--- src/rtl/block_mult_scheduler_if.sv ---
// Control bundle between the block-product scheduler and its neighbours.
// Latency: none, wires only.
// Backpressure: write-back stalls the scheduler through wr_ready.
interface block_mult_scheduler_if #(
  parameter int IDX_W = 2
);
  logic             start;
  logic             abort;
  logic             busy;
  logic             done;
  logic             error;
  logic [IDX_W-1:0] blk_i;
  logic [IDX_W-1:0] blk_j;
  logic [IDX_W-1:0] blk_k;
  logic             mul_start;
  logic             mul_done;
  logic             acc_start;
  logic             acc_reset;
  logic             acc_done;
  logic             wr_valid;
  logic             wr_ready;

  // Scheduler side.
  modport master (
    input  start, abort, mul_done, acc_done, wr_ready,
    output busy, done, error, blk_i, blk_j, blk_k,
           mul_start, acc_start, acc_reset, wr_valid
  );

  // Control / datapath side.
  modport slave (
    output start, abort, mul_done, acc_done, wr_ready,
    input  busy, done, error, blk_i, blk_j, blk_k,
           mul_start, acc_start, acc_reset, wr_valid
  );
endinterface

--- src/rtl/block_mult_scheduler.sv ---
// Sequences C = A x B over N_BLK x N_BLK 2x2 blocks: i outer, j middle, k inner.
// Latency: all outputs registered; one cycle from a state decision to its pulse.
// Backpressure: holds wr_valid with stable blk_i/blk_j until wr_ready; no new multiply meanwhile.
module block_mult_scheduler #(
  parameter int N_BLK   = 4,
  parameter int IDX_W   = 2,
  parameter int TIMEOUT = 255
) (
  input  logic                          clk,
  input  logic                          reset_n,
  block_mult_scheduler_if.master        bus
);

  typedef enum logic [3:0] {
    S_IDLE, S_CLR, S_CLRW, S_MUL, S_MULW, S_ACC,
    S_ACCW, S_HOLD, S_WR, S_DONE, S_ERR
  } state_t;

  localparam int                CNT_W    = $clog2(TIMEOUT + 1);
  localparam logic [IDX_W-1:0]  LAST_IDX = IDX_W'(N_BLK - 1);
  // Final wait cycle: the awaited done is still honoured here before erroring.
  localparam logic [CNT_W-1:0]  CNT_LAST = CNT_W'(TIMEOUT - 1);

  state_t             state_q, state_nxt;
  logic [CNT_W-1:0]   cnt_q, cnt_nxt;
  logic [IDX_W-1:0]   i_q, i_nxt;
  logic [IDX_W-1:0]   j_q, j_nxt;
  logic [IDX_W-1:0]   k_q, k_nxt;
  logic               err_q, err_nxt;

  logic               busy_q, done_q, mul_start_q, acc_start_q, acc_reset_q, wr_valid_q;

  // Next-state, index, timeout and error-flag decisions; abort overrides everything.
  always_comb begin
    state_nxt = state_q;
    cnt_nxt   = cnt_q;
    i_nxt     = i_q;
    j_nxt     = j_q;
    k_nxt     = k_q;
    err_nxt   = err_q;

    case (state_q)
      S_IDLE: begin
        if (bus.start) begin
          state_nxt = S_CLR;
          i_nxt     = '0;
          j_nxt     = '0;
          k_nxt     = '0;
          err_nxt   = 1'b0;
        end
      end
      S_CLR: begin
        k_nxt     = '0;
        state_nxt = S_CLRW;
      end
      S_CLRW: state_nxt = S_MUL;
      S_MUL: begin
        cnt_nxt   = '0;
        state_nxt = S_MULW;
      end
      S_MULW: begin
        if (bus.mul_done) begin
          state_nxt = S_ACC;
        end else if (cnt_q == CNT_LAST) begin
          state_nxt = S_ERR;
          err_nxt   = 1'b1;
        end else begin
          cnt_nxt = cnt_q + CNT_W'(1);
        end
      end
      S_ACC: begin
        cnt_nxt   = '0;
        state_nxt = S_ACCW;
      end
      S_ACCW: begin
        if (bus.acc_done) begin
          state_nxt = S_HOLD;
        end else if (cnt_q == CNT_LAST) begin
          state_nxt = S_ERR;
          err_nxt   = 1'b1;
        end else begin
          cnt_nxt = cnt_q + CNT_W'(1);
        end
      end
      S_HOLD: begin
        if (k_q == LAST_IDX) begin
          state_nxt = S_WR;
        end else begin
          k_nxt     = k_q + IDX_W'(1);
          state_nxt = S_MUL;
        end
      end
      S_WR: begin
        if (bus.wr_ready) begin
          if (i_q == LAST_IDX && j_q == LAST_IDX) begin
            state_nxt = S_DONE;
          end else if (j_q == LAST_IDX) begin
            j_nxt     = '0;
            i_nxt     = i_q + IDX_W'(1);
            state_nxt = S_CLR;
          end else begin
            j_nxt     = j_q + IDX_W'(1);
            state_nxt = S_CLR;
          end
        end
      end
      S_DONE, S_ERR: begin
        state_nxt = S_IDLE;
        i_nxt     = '0;
        j_nxt     = '0;
        k_nxt     = '0;
      end
      default: state_nxt = S_IDLE;
    endcase

    // Abort wins over every transition but leaves the error flag alone.
    if (bus.abort) begin
      state_nxt = S_IDLE;
      cnt_nxt   = '0;
      i_nxt     = '0;
      j_nxt     = '0;
      k_nxt     = '0;
      err_nxt   = err_q;
    end
  end

  // State, indices, timeout counter and error flag.
  always_ff @(posedge clk or negedge reset_n) begin
    if (!reset_n) begin
      state_q <= S_IDLE;
      cnt_q   <= '0;
      i_q     <= '0;
      j_q     <= '0;
      k_q     <= '0;
      err_q   <= 1'b0;
    end else begin
      state_q <= state_nxt;
      cnt_q   <= cnt_nxt;
      i_q     <= i_nxt;
      j_q     <= j_nxt;
      k_q     <= k_nxt;
      err_q   <= err_nxt;
    end
  end

  // Registered strobes decoded from the state being entered.
  always_ff @(posedge clk or negedge reset_n) begin
    if (!reset_n) begin
      busy_q      <= 1'b0;
      done_q      <= 1'b0;
      mul_start_q <= 1'b0;
      acc_start_q <= 1'b0;
      acc_reset_q <= 1'b0;
      wr_valid_q  <= 1'b0;
    end else begin
      busy_q      <= (state_nxt != S_IDLE);
      done_q      <= (state_nxt == S_DONE);
      mul_start_q <= (state_nxt == S_MUL);
      acc_start_q <= (state_nxt == S_ACC);
      wr_valid_q  <= (state_nxt == S_WR);
      // An abort mid-product leaves a partial sum behind, so scrub it once.
      acc_reset_q <= (state_nxt == S_CLR) || (state_nxt == S_ERR) ||
                     (bus.abort && state_q != S_IDLE);
    end
  end

  assign bus.busy      = busy_q;
  assign bus.done      = done_q;
  assign bus.error     = err_q;
  assign bus.blk_i     = i_q;
  assign bus.blk_j     = j_q;
  assign bus.blk_k     = k_q;
  assign bus.mul_start = mul_start_q;
  assign bus.acc_start = acc_start_q;
  assign bus.acc_reset = acc_reset_q;
  assign bus.wr_valid  = wr_valid_q;

endmodule

--- src/flat_wrapper.sv ---
// flat-port wrapper written by rule: the top's interface ports become plain ports
module block_mult_scheduler_flat 
#(
  parameter int N_BLK   = 4,
  parameter int IDX_W   = 2,
  parameter int TIMEOUT = 255
)
  (clk, reset_n, bus_start, bus_abort, bus_mul_done, bus_acc_done, bus_wr_ready, bus_busy, bus_done, bus_error, bus_blk_i, bus_blk_j, bus_blk_k, bus_mul_start, bus_acc_start, bus_acc_reset, bus_wr_valid);
  block_mult_scheduler_if #(.IDX_W(IDX_W)) bus_i ();
  input  logic clk;
  input  logic reset_n;
  input wire logic [$bits(bus_i.start)-1:0] bus_start;
  input wire logic [$bits(bus_i.abort)-1:0] bus_abort;
  input wire logic [$bits(bus_i.mul_done)-1:0] bus_mul_done;
  input wire logic [$bits(bus_i.acc_done)-1:0] bus_acc_done;
  input wire logic [$bits(bus_i.wr_ready)-1:0] bus_wr_ready;
  output wire logic [$bits(bus_i.busy)-1:0] bus_busy;
  output wire logic [$bits(bus_i.done)-1:0] bus_done;
  output wire logic [$bits(bus_i.error)-1:0] bus_error;
  output wire logic [$bits(bus_i.blk_i)-1:0] bus_blk_i;
  output wire logic [$bits(bus_i.blk_j)-1:0] bus_blk_j;
  output wire logic [$bits(bus_i.blk_k)-1:0] bus_blk_k;
  output wire logic [$bits(bus_i.mul_start)-1:0] bus_mul_start;
  output wire logic [$bits(bus_i.acc_start)-1:0] bus_acc_start;
  output wire logic [$bits(bus_i.acc_reset)-1:0] bus_acc_reset;
  output wire logic [$bits(bus_i.wr_valid)-1:0] bus_wr_valid;
  assign bus_i.start = bus_start;
  assign bus_i.abort = bus_abort;
  assign bus_i.mul_done = bus_mul_done;
  assign bus_i.acc_done = bus_acc_done;
  assign bus_i.wr_ready = bus_wr_ready;
  assign bus_busy = bus_i.busy;
  assign bus_done = bus_i.done;
  assign bus_error = bus_i.error;
  assign bus_blk_i = bus_i.blk_i;
  assign bus_blk_j = bus_i.blk_j;
  assign bus_blk_k = bus_i.blk_k;
  assign bus_mul_start = bus_i.mul_start;
  assign bus_acc_start = bus_i.acc_start;
  assign bus_acc_reset = bus_i.acc_reset;
  assign bus_wr_valid = bus_i.wr_valid;
  block_mult_scheduler #(.N_BLK(N_BLK), .IDX_W(IDX_W), .TIMEOUT(TIMEOUT)) u_core (.clk(clk), .reset_n(reset_n), .bus(bus_i));
endmodule
--- config.mk ---
export PLATFORM = sky130hd
export DESIGN_NAME = block_mult_scheduler_flat
export DESIGN_NICKNAME = d
export VERILOG_FILES = /design/src/rtl/block_mult_scheduler_if.sv /design/src/rtl/block_mult_scheduler.sv /design/src/flat_wrapper.sv
export SDC_FILE = /design/constraint.sdc
export NUM_CORES = 1
export LEC_CHECK = 0
export ABC_AREA = 1
export ABC_CLOCK_PERIOD_IN_PS = 3250
export CORE_ASPECT_RATIO = 0.7
export CORE_MARGIN = 2
export CORE_UTILIZATION = 55
export CTS_BUF_LIST = sky130_fd_sc_hd__clkbuf_16
export CTS_CLUSTER_SIZE = 20
export DETAILED_ROUTE_END_ITERATION = 8
export PLACE_DENSITY_LB_ADDON = 0.2
export SLEW_MARGIN = 30
export SYNTH_ARGS = -nofsm -noshare
export SYNTH_HDL_FRONTEND = slang
export SYNTH_SLANG_ARGS = --single-unit
--- constraint.sdc ---
create_clock -name clk -period 3.25 [get_ports clk]
set_input_delay 0.325 -clock clk [delete_from_list [all_inputs] [get_ports clk]]
set_output_delay 0.325 -clock clk [all_outputs]
set_load 0.02 [all_outputs]
# Yosys cells after proc, flatten, opt, wreduce, memory -nomap -nowiden
# Index checks and enable logic that the tools add are counted.
word_totals:
  reg_bits: 25
  inputBits: 7
  output_inout_bits: 13
  word_cells: 99
classes:
  n_addsub: 4
  eq_ne: 30
  mux: 33
  bitwise: 1
  n_reduce_logical: 19
ops:
  columns: ["op", "count"]
  rows:
  - ["one-hot mux 4 bit (9 select lines)", 1]
  - ["2-to-1 mux 4 bit", 8]
  - ["2-to-1 mux 8 bit", 4]
  - ["equality test 4 bit, second input constant", 6]
  - ["one-hot mux 8 bit (3 select lines)", 1]
  - ["2-to-1 mux 2 bit", 11]
  - ["equality test 4 x 3 -> 1 bit, second input constant", 5]
  - ["nonzero test 4 bit", 5]
  - ["inequality test 3 bit, second input constant", 6]
  - ["one-hot mux 2 bit (3 select lines)", 3]
  - ["equality test 4 x 2 -> 1 bit, second input constant", 3]
  - ["AND reduction 5 bit", 2]
  - ["adder 8 x 1 -> 8 bit, second input constant", 1]
  - ["equality test 4 x 1 -> 1 bit, second input constant", 2]
  - ["equality test 8 bit, second input constant", 1]
  - ["adder 2 x 1 -> 2 bit, second input constant", 3]
  - ["equality test 2 bit, second input constant", 3]
  - ["inequality test 2 bit, second input constant", 3]
  - ["AND reduction 3 bit", 2]
  - ["zero test 4 bit", 1]
  - ["2-to-1 mux 1 bit", 4]
  - ["AND reduction 4 bit", 1]
  - ["OR reduction 2 bit", 2]
  - ["inequality test 3 x 2 -> 1 bit, second input constant", 1]
  - ["other kinds (6)", 8]

# Depth between registers and ports, before layout
# Gate-level depths: netlist of the first run.
logic_depth:
  depth_word: 9
  mapped_depth: 12
  ltp_nobuf: 12

# Worst setup path after synthesis of the first run
# OpenSTA, ideal clock, no wires.
synth_timing:
  path_type: "register to register"
  startpoint: "register u_core.k_q[0], in the netlist u_core.bus.blk_k[0]"
  endpoint: "register u_core.wr_valid_q, in the netlist u_core.bus.wr_valid"
  setup_time_ps: 86
  t_arrival_ps: 1302
  t_required_ps: 3164
  slack_ps: 1862
  path_stages_with_launch: 10
  path_buffers: 0
  synth_period_minus_slack_ps: 1388
  cell_sequence: "dfrtp_1 > ha_1 > inv_1 > nand3_1 > nand2_1 > nor2_1 > nand2_2 > nand2_1 > clkinv_2 > nor3_1"
synth_via:
  elab_chain_len: 5
synth_rtl:
  columns: ["element", "line", "text"]
  rows:
  - ["start: declaration", "block_mult_scheduler.sv:28", "logic [IDX_W-1:0] k_q, k_nxt;"]
  - ["start signal: assignment", "block_mult_scheduler.sv:141", "k_q <= k_nxt;"]
  - ["equality test 2 bit", "block_mult_scheduler.sv:86", "if (k_q == LAST_IDX) begin"]
  - ["2-to-1 mux 4 bit", "block_mult_scheduler.sv:86", null]
  - ["one-hot mux 4 bit (9 select lines)", "block_mult_scheduler.sv:42", "case (state_q)"]
  - ["2-to-1 mux 4 bit", "block_mult_scheduler.sv:117", "if (bus.abort) begin"]
  - ["net u_core.state_nxt[1]", "block_mult_scheduler.sv:24", "state_t state_q, state_nxt;"]
  - ["equality test 4 bit", "block_mult_scheduler.sv:160", "wr_valid_q <= (state_nxt == S_WR);"]
  - ["end signal: assignment", "block_mult_scheduler.sv:160", null]
  - ["end: declaration", "block_mult_scheduler.sv:31", "logic busy_q, done_q, mul_start_q, acc_start_q, acc_reset_q, wr_valid_q;"]
# The timed path passes the listed nets, and every way through them passes these cells.
# A chain may end at the register's enable or synchronous reset.

# Worst setup path in the final report of the first run
layout_timing:
  startpoint: "input port bus_abort"
  endpoint: "register u_core.i_q[0], in the netlist u_core.bus.blk_i[0]"
layout_via:
  elab_chain_len: 2
  elab_cells_between_ends: 7
  classes_between: "eq/ne: 4; mux: 1; reduce/logical: 2"
layout_rtl:
  columns: ["element", "line", "text"]
  rows:
  - ["start: declaration", "flat_wrapper.sv:13", "input wire logic [$bits(bus_i.abort)-1:0] bus_abort;"]
  - ["inequality test 3 x 2 -> 1 bit (no line) (tied with other cells)", null, null]
  - ["AND reduction 5 bit (no line)", null, null]
  - ["end signal: assignment", "block_mult_scheduler.sv:139", "i_q <= i_nxt;"]
  - ["end: declaration", "block_mult_scheduler.sv:26", "logic [IDX_W-1:0] i_q, i_nxt;"]
# Parallel ways exist; a longest one is shown, timed or not.

==> out/results.ini, run 1 <==
[status]
status = completed

[layout]
fin_nets = 242
final_cell_count_no_fill = 263
diodes = 0
layout-drive-gt1-share_pct = 10.48
fill_cells = 201
area_growth_pct = 19.50

[timing]
fmax_mhz = 512.3
fin_setup_tns_ns = 0
worst_pin_slew_ns = 0.5453
fin_crit_ns = 1.952
fin_crit_sh_pct = 60.06
whs_ns = 0.04195
final-hold-violation-count = 0
skew_ns = 0.005819
setup_viol = 0
drv_slew = 0
rsz0062_at_grt = no
setup_ws_ns = 1.298
slew_headroom_pct = 63.65

[logic_synthesis]
yosys_warnings = 0
synth-edff-count = 0
synth_most_common_cell = nand2_1
synth-async-reset-ratio_pct = 100.0
synth_area_leaders = dfrtp_1, nand2_1, inv_1
synth_cells = 208
ys_types = 27
synth.net_count = 220
syn_area_per_cell_sq_um = 7.279
ys_seq_area_share_pct = 41.32
synth_ff_type = dfrtp_1
synth_top_area_share_pct = 41.32
synth_common_cells = nand2_1, inv_1, dfrtp_1
yosys_register_bits = 25
synth_top_cell_by_area = dfrtp_1
syn_area_sq_um = 1514

[clock_tree]
cts_max_level = 1
post-cts-setup-buffers = 0
cts.path.max_buffers = 2
ctsHoldBuffers = 0
clock_latency_ns = 0.26
clkTransAtPathRegs_ns = 0.06
cts-buffers-inserted = 3
ctsResizeCount = 0
cts_tree = built
clockRootBuffer = clkbuf_16
cts_sinks = 25

[global_route]
grt.total_usage_pct = 24.35
grt_max_degree = 26
antenna_found_initial = 0
grt_pass1_wl_mm = 5.664
grt_overflow = 0
grt_pass1_vias = 1222

[detailed_routing]
drtPass1Iterations = 4
drtIter0Drc = 113
highest_layer = met4
wl_met1_mm = 1.602
route.detailed.wl_per_inst_um = 13.13
via_per_inst = 5.411
finalWirelength_mm = 3.454
ant_nets = 0
route.detailed.drc = 0
num_vias = 1423
wl_met3_um = 269
met2_length_mm = 1.545

[die]
rows = 15
die_y_um = 47.90
core-area_sq_um = 2534
start_util_pct = 59.75
boundaryPins = 20
dieArea_sq_um = 3195
die_w_um = 66.71

[flow_run]
cap_violations = 0

[power_and_ir_drop]
combPwrFrac_pct = 30.7
report.power.total_mw = 0.9110
power.density_nw_per_um2 = 503.5
power_switching_mw = 0.3165
ir_drop_v = 0.0003394
power_leakage_nw = 0.9336
power.share.sequential_pct = 39.7
intPower_mw = 0.5945
switching_share_pct = 34.75
power_frac_clock_pct = 29.6

[worst_setup_path]
worst-setup-path-type = in2reg
rr_startpoint = u_core.state_q[3]
path_max_fanout = 14
rrSetupSlack_ns = 1.61
endpoint_kind = flip-flop
cp_data_arrival_time_ns = 2.15
start_kind = primary input
setup.worst_path.start = bus_abort
critical_path.endpoint = u_core.bus.blk_i[0]
timing.rr.end = u_core.cnt_q[7]
reg2reg_depth = 10
critPathRequiredTime_ns = 3.44

[place]
dp_cells = 259
dpl_worst_slack_ns = 1.082
io_buffers = 19
dp_hpwl_mm = 2.569
globalplace.congestion = 0.8974

[hold_path]
hold_path.class = in2async

[cells in the final DEF (no fill, tap or decap), drive strengths merged]
cell           netlist  final
clkinv               1      1
xor2                 4      4
buf                  1      1
dfrtp               25     25
clkdlybuf4s50        0     18
ha                   5      5
nor3                12     12
nor2                21     21
nand4                2      2
clkbuf               1      3
nand3               19     19
o211ai               1      1
inv                 30     31
a21oi                5      5
xnor2                1      1
nand2               68     68
a21o                 1      1
o21ai               11     11
[worst max-delay path, cell delays in order]
cell and delay (ns):
clkdlybuf4s50_1 0.79, inv_1 0.35, nand3_1 0.20, nand3_2 0.14, nor2_1 0.18, nand3_1 0.09, o21ai_1 0.07
[cells by family (layout without fill, tap and decap cells)]
kind of cell             Yosys count  after routing  share of synthesized area [%]
AO/OA/AOI/OAI                     18             18                          6.529
XOR/XNOR                           5              5                          2.892
adder cells (fa/ha/maj)            5              5                          4.132
buffers and inverters             33             54                          8.677
flip-flops                        25             25                          41.32
AND/OR/NAND/NOR                  122            122                          36.45
[worst min-delay path by stage]
stage	start	endpoint	depth (start not counted)
global placement	u_core.bus.blk_k[1]	u_core.bus.blk_k[1]	2
global route	reset_n	u_core.bus.blk_i[0]	1
floorplan	reset_n	u_core.bus.acc_reset	0
CTS	reset_n	u_core.bus.blk_i[0]	1
finish	reset_n	u_core.bus.blk_i[0]	1
detailed placement	reset_n	u_core.bus.blk_i[0]	1
[sequential cells by signal, indices dropped and copies added, names as in the netlist]
register	cells
u_core.bus.blk_k	2
u_core.bus.acc_reset	1
u_core.state_q	4
u_core.bus.mul_start	1
u_core.cnt_q	8
u_core.bus.blk_i	2
u_core.bus.done	1
u_core.bus.error	1
u_core.bus.acc_start	1
u_core.bus.blk_j	2
u_core.bus.wr_valid	1
u_core.bus.busy	1
[through the flow]
step / util [%] / cell area, sq um
6_report: 71.41 / 1809
5_1_grt: 71.41 / 1809
4_1_cts: 71.41 / 1809
3_5_place_dp: 68.30 / 1730
3_3_place_gp: 68.49 / 1735
2_1_floorplan: - / 1514
[area by class of cell]
cell class	instances	area, sq um	share of cell area, %
Tap cell	34	42.54	2.351
Sequential cell	25	625.6	34.58
Clock buffer	3	75.07	4.149
Clock inverter	1	3.754	0.2075
Inverter	31	120.1	6.639
Timing Repair Buffer	19	185.2	10.24
Multi-Input combinational cell	150	757.0	41.84
[power by group through the flow]
| stage | combinational [mW] | sequential (mW) | clock (mW) |
|---|---|---|---|
| after floorplan | 0.160 | 0.386 | 0 |
| after global placement | 0.264 | 0.364 | 0 |
| after detailed placement | 0.273 | 0.366 | 0 |
| after CTS | 0.278 | 0.361 | 0.274 |
| after global routing | 0.310 | 0.363 | 0.284 |
| final | 0.280 | 0.361 | 0.270 |
[layer usage]
layer	up-vias	GRT usage [%]
li1	699	-
met1	663	33.58
met2	55	39.00
met3	6	5.882
met4	0	6.939
met5	-	0
No activity file was read; power rests on OpenSTA's default activity.
==> run 2, diff against run 1 <==
--- a/config.mk
+++ b/config.mk
@@ -6,10 +6,10 @@
 export NUM_CORES = 1
 export LEC_CHECK = 0
 export ABC_AREA = 1
-export ABC_CLOCK_PERIOD_IN_PS = 3250
+export ABC_CLOCK_PERIOD_IN_PS = 1900
 export CORE_ASPECT_RATIO = 0.7
 export CORE_MARGIN = 2
-export CORE_UTILIZATION = 55
+export CORE_UTILIZATION = 54
 export CTS_BUF_LIST = sky130_fd_sc_hd__clkbuf_16
 export CTS_CLUSTER_SIZE = 20
 export DETAILED_ROUTE_END_ITERATION = 8
==> constraint.sdc (replaced) <==
create_clock -name clk -period 1.9 [get_ports clk]
set_input_delay 0.19 -clock clk [delete_from_list [all_inputs] [get_ports clk]]
set_output_delay 0.19 -clock clk [all_outputs]
set_load 0.02 [all_outputs]
==> run 2 against run 1 <==
  * The run now ends with DRC left
  * Critical endpoint is now u_core.bus.mul_start
  * Highest routed layer unchanged
  * Final cell count is 1.9% higher
  * Critical path type is now reg2reg
  * Hold slack better by 0.25 ns
  * Flip-flop and latch count stayed put
  * Via count is 1.8% higher
  * Total power is 74% higher
  * Sequential share of layout area is 0.66 points lower
  * Routed wire length is 0.20% higher
==> out/results.ini, run 2 (same netlist as run 1, synthesis figures left out) <==
[layout]
diodes = 0  ; unchanged
regMostFlops = u_core.cnt_q  ; unchanged
layout_commonest_cell = nand2_1  ; unchanged
seqCellArea_sq_um = 625.6  ; unchanged
finalInstanceArea_sq_um = 1844  ; was 1809 sq um
fill_cells = 242  ; was 201
mostFrequentLayoutCells = nand2_1, inv_1, dfrtp_1  ; unchanged
fin_nets = 245  ; was 242
largest_register_ffs = 8  ; unchanged
area_growth_pct = 21.82  ; was 19.50%
multi_input_area_sq_um = 757.0  ; unchanged
reg_top3 = u_core.cnt_q (8), u_core.state_q (4)  ; unchanged
layout-drive-gt1-share_pct = 11.64  ; was 10.48%

[place]
globalplace.congestion = 0.9497  ; was 0.8974
post_dp_cell_area_sq_um = 1760  ; was 1730 sq um
io_buffers = 19  ; unchanged
dp_hpwl_mm = 2.562  ; was 2.569 mm

[global_route]
antenna_found_initial = 0  ; unchanged
grt.total_usage_pct = 23.66  ; was 24.35%
grt_overflow = 0  ; unchanged
grt_max_degree = 26  ; unchanged
grt_pass1_vias = 1304  ; was 1,222
grt_pass1_wl_mm = 5.885  ; was 5.664 mm

[power_and_ir_drop]
power.density_nw_per_um2 = 857.8  ; was 503.5 nW/um^2
report.power.total_mw = 1.582  ; was 0.9110 mW
ir_drop_v = 0.0006535  ; was 0.0003394 V
power_leakage_nw = 0.9472  ; was 0.9336 nW

[timing]
rsz0062_at_grt = no  ; unchanged
setup_viol = 0  ; unchanged
fin_crit_sh_pct = 87.24
skew_ns = 0.004277  ; was 0.005819 ns
fin_setup_tns_ns = 0  ; unchanged
drv_slew = 0  ; unchanged
final-hold-violation-count = 0  ; unchanged
fmax_mhz = 603.3
slew_headroom_pct = 75.37  ; was 63.65%
worst_pin_slew_ns = 0.3667  ; was 0.5453 ns
whs_ns = 0.2952  ; was 0.04195 ns
fin_crit_ns = 1.658

[clock_tree]
cts.path.max_buffers = 2  ; unchanged
ctsHoldBuffers = 0  ; unchanged
cts_tree = built  ; unchanged
cts-buffers-inserted = 3  ; unchanged
cts_max_level = 1  ; unchanged
ctsResizeCount = 0  ; unchanged
clkTransAtPathRegs_ns = 0.07  ; was 0.06 ns
cts_sinks = 25  ; unchanged
clock_latency_ns = 0.26  ; about the same
post-cts-setup-buffers = 0  ; unchanged
clockRootBuffer = clkbuf_16  ; unchanged

[worst_setup_path]
start_kind = flip-flop  ; was primary input
timing.rr.end = u_core.bus.mul_start  ; was u_core.cnt_q[7]
cp_data_arrival_time_ns = 1.85  ; was 2.15 ns
worstPathCellList = inv_1 > ha_1 > inv_1 > nor2_1 > nand2_1 > inv_1 > nand3_1 > nand2_2 > nand2_1 > clkinv_2 > nand2_1 > nor3_2  ; was clkdlybuf4s50_1 > inv_1 > nand3_1 > nand3_2 > nor2_1 > nand3_1 > o21ai_1
worst-setup-path-type = reg2reg  ; was in2reg
endpoint_kind = flip-flop  ; unchanged
critical_path.endpoint = u_core.bus.mul_start  ; was u_core.bus.blk_i[0]
setup.worst_path.start = u_core.cnt_q[0]  ; was bus_abort
slowest_delay_ns = 0.40  ; was 0.79 ns
cp_slowest_cell = dfrtp_1  ; was clkdlybuf4s50_1
critPathRequiredTime_ns = 2.09  ; was 3.44 ns
path_max_fanout = 5  ; was 14
reg2reg_depth = 12  ; was 10
rr_startpoint = u_core.cnt_q[0]  ; was u_core.state_q[3]
rrSetupSlack_ns = 0.24  ; was 1.61 ns

[die]
start_util_pct = 55.61  ; was 59.75%
dieArea_sq_um = 3250  ; was 3195 sq um
die_w_um = 67.29  ; was 66.71 um
core-area_sq_um = 2723  ; was 2534 sq um
rows = 16  ; was 15
boundaryPins = 20  ; unchanged
die_y_um = 48.30  ; was 47.90 um

[detailed_routing]
num_vias = 1448  ; was 1,423
ant_nets = 0  ; unchanged
via_per_inst = 5.403  ; was 5.411
drtIter0Drc = 80  ; was 113
drtPass1Iterations = 6  ; was 4
route.detailed.wl_per_inst_um = 12.91  ; was 13.13 um
route.detailed.drc = 1  ; was 0
finalWirelength_mm = 3.461  ; was 3.454 mm

[flow_run]
cap_violations = 0  ; unchanged

[status]
status = finished with violations  ; was completed
violations = DRC

[hold_path]
hold_path.class = in2async  ; unchanged

-- run 2: layout make-up --
type                    count  area share, %
well taps                  36          2.442
clock inverters             1         0.4749
clock buffers               3          4.071
flip-flops and latches     25          33.92
repair buffers             22          11.53
inverters                  31          6.513
multi-input cells         150          41.04
-- run 2: worst min-delay path by stage --
stage	depth (start not counted)	slack [ns]	endpoint	from
after floorplan	0	-0.11	u_core.bus.acc_reset	reset_n
after global placement	2	0.50	u_core.bus.blk_k[1]	u_core.bus.blk_k[1]
after detailed placement	2	0.53	u_core.bus.blk_k[1]	u_core.bus.blk_k[1]
after CTS	2	0.31	u_core.cnt_q[6]	reset_n
after global routing	2	0.32	u_core.bus.blk_j[0]	reset_n
final	2	0.30	u_core.bus.blk_j[0]	reset_n
-- run 2: power breakdown --
| part | internal, mW | switching, mW |
|---|---|---|
| Sequential | 0.580 | 0.0359 |
| Combinational | 0.160 | 0.321 |
| Clock | 0.291 | 0.193 |
| Total | 1.03 | 0.551 |
-- run 2: worst max-delay path: cells and delay by family (launching register included) --
kind / cells / cell delay, ns
buffers and inverters: 4 / 0.34
adder cells (fa/ha/maj): 1 / 0.15
AND/OR/NAND/NOR: 7 / 0.70
flip-flops: 1 / 0.40
-- run 2: per-layer routing --
metal	GRT usage [%]	wire (um)	vias to the layer above
met5	0	0	-
met4	6.463	65	0
met3	5.814	263	12
met2	34.98	1511	61
met1	34.66	1621	673
li1	-	-	702
-- run 2: metrics by stage --
stage	utilization, %	setup WS [ns]	instances
floorplan	-	0.5120	208
global placement	64.66	0.3593	264
detailed placement	64.66	0.2889	264
CTS	67.74	0.2653	268
global route	67.74	0.09154	268
finish	67.74	0.2425	268
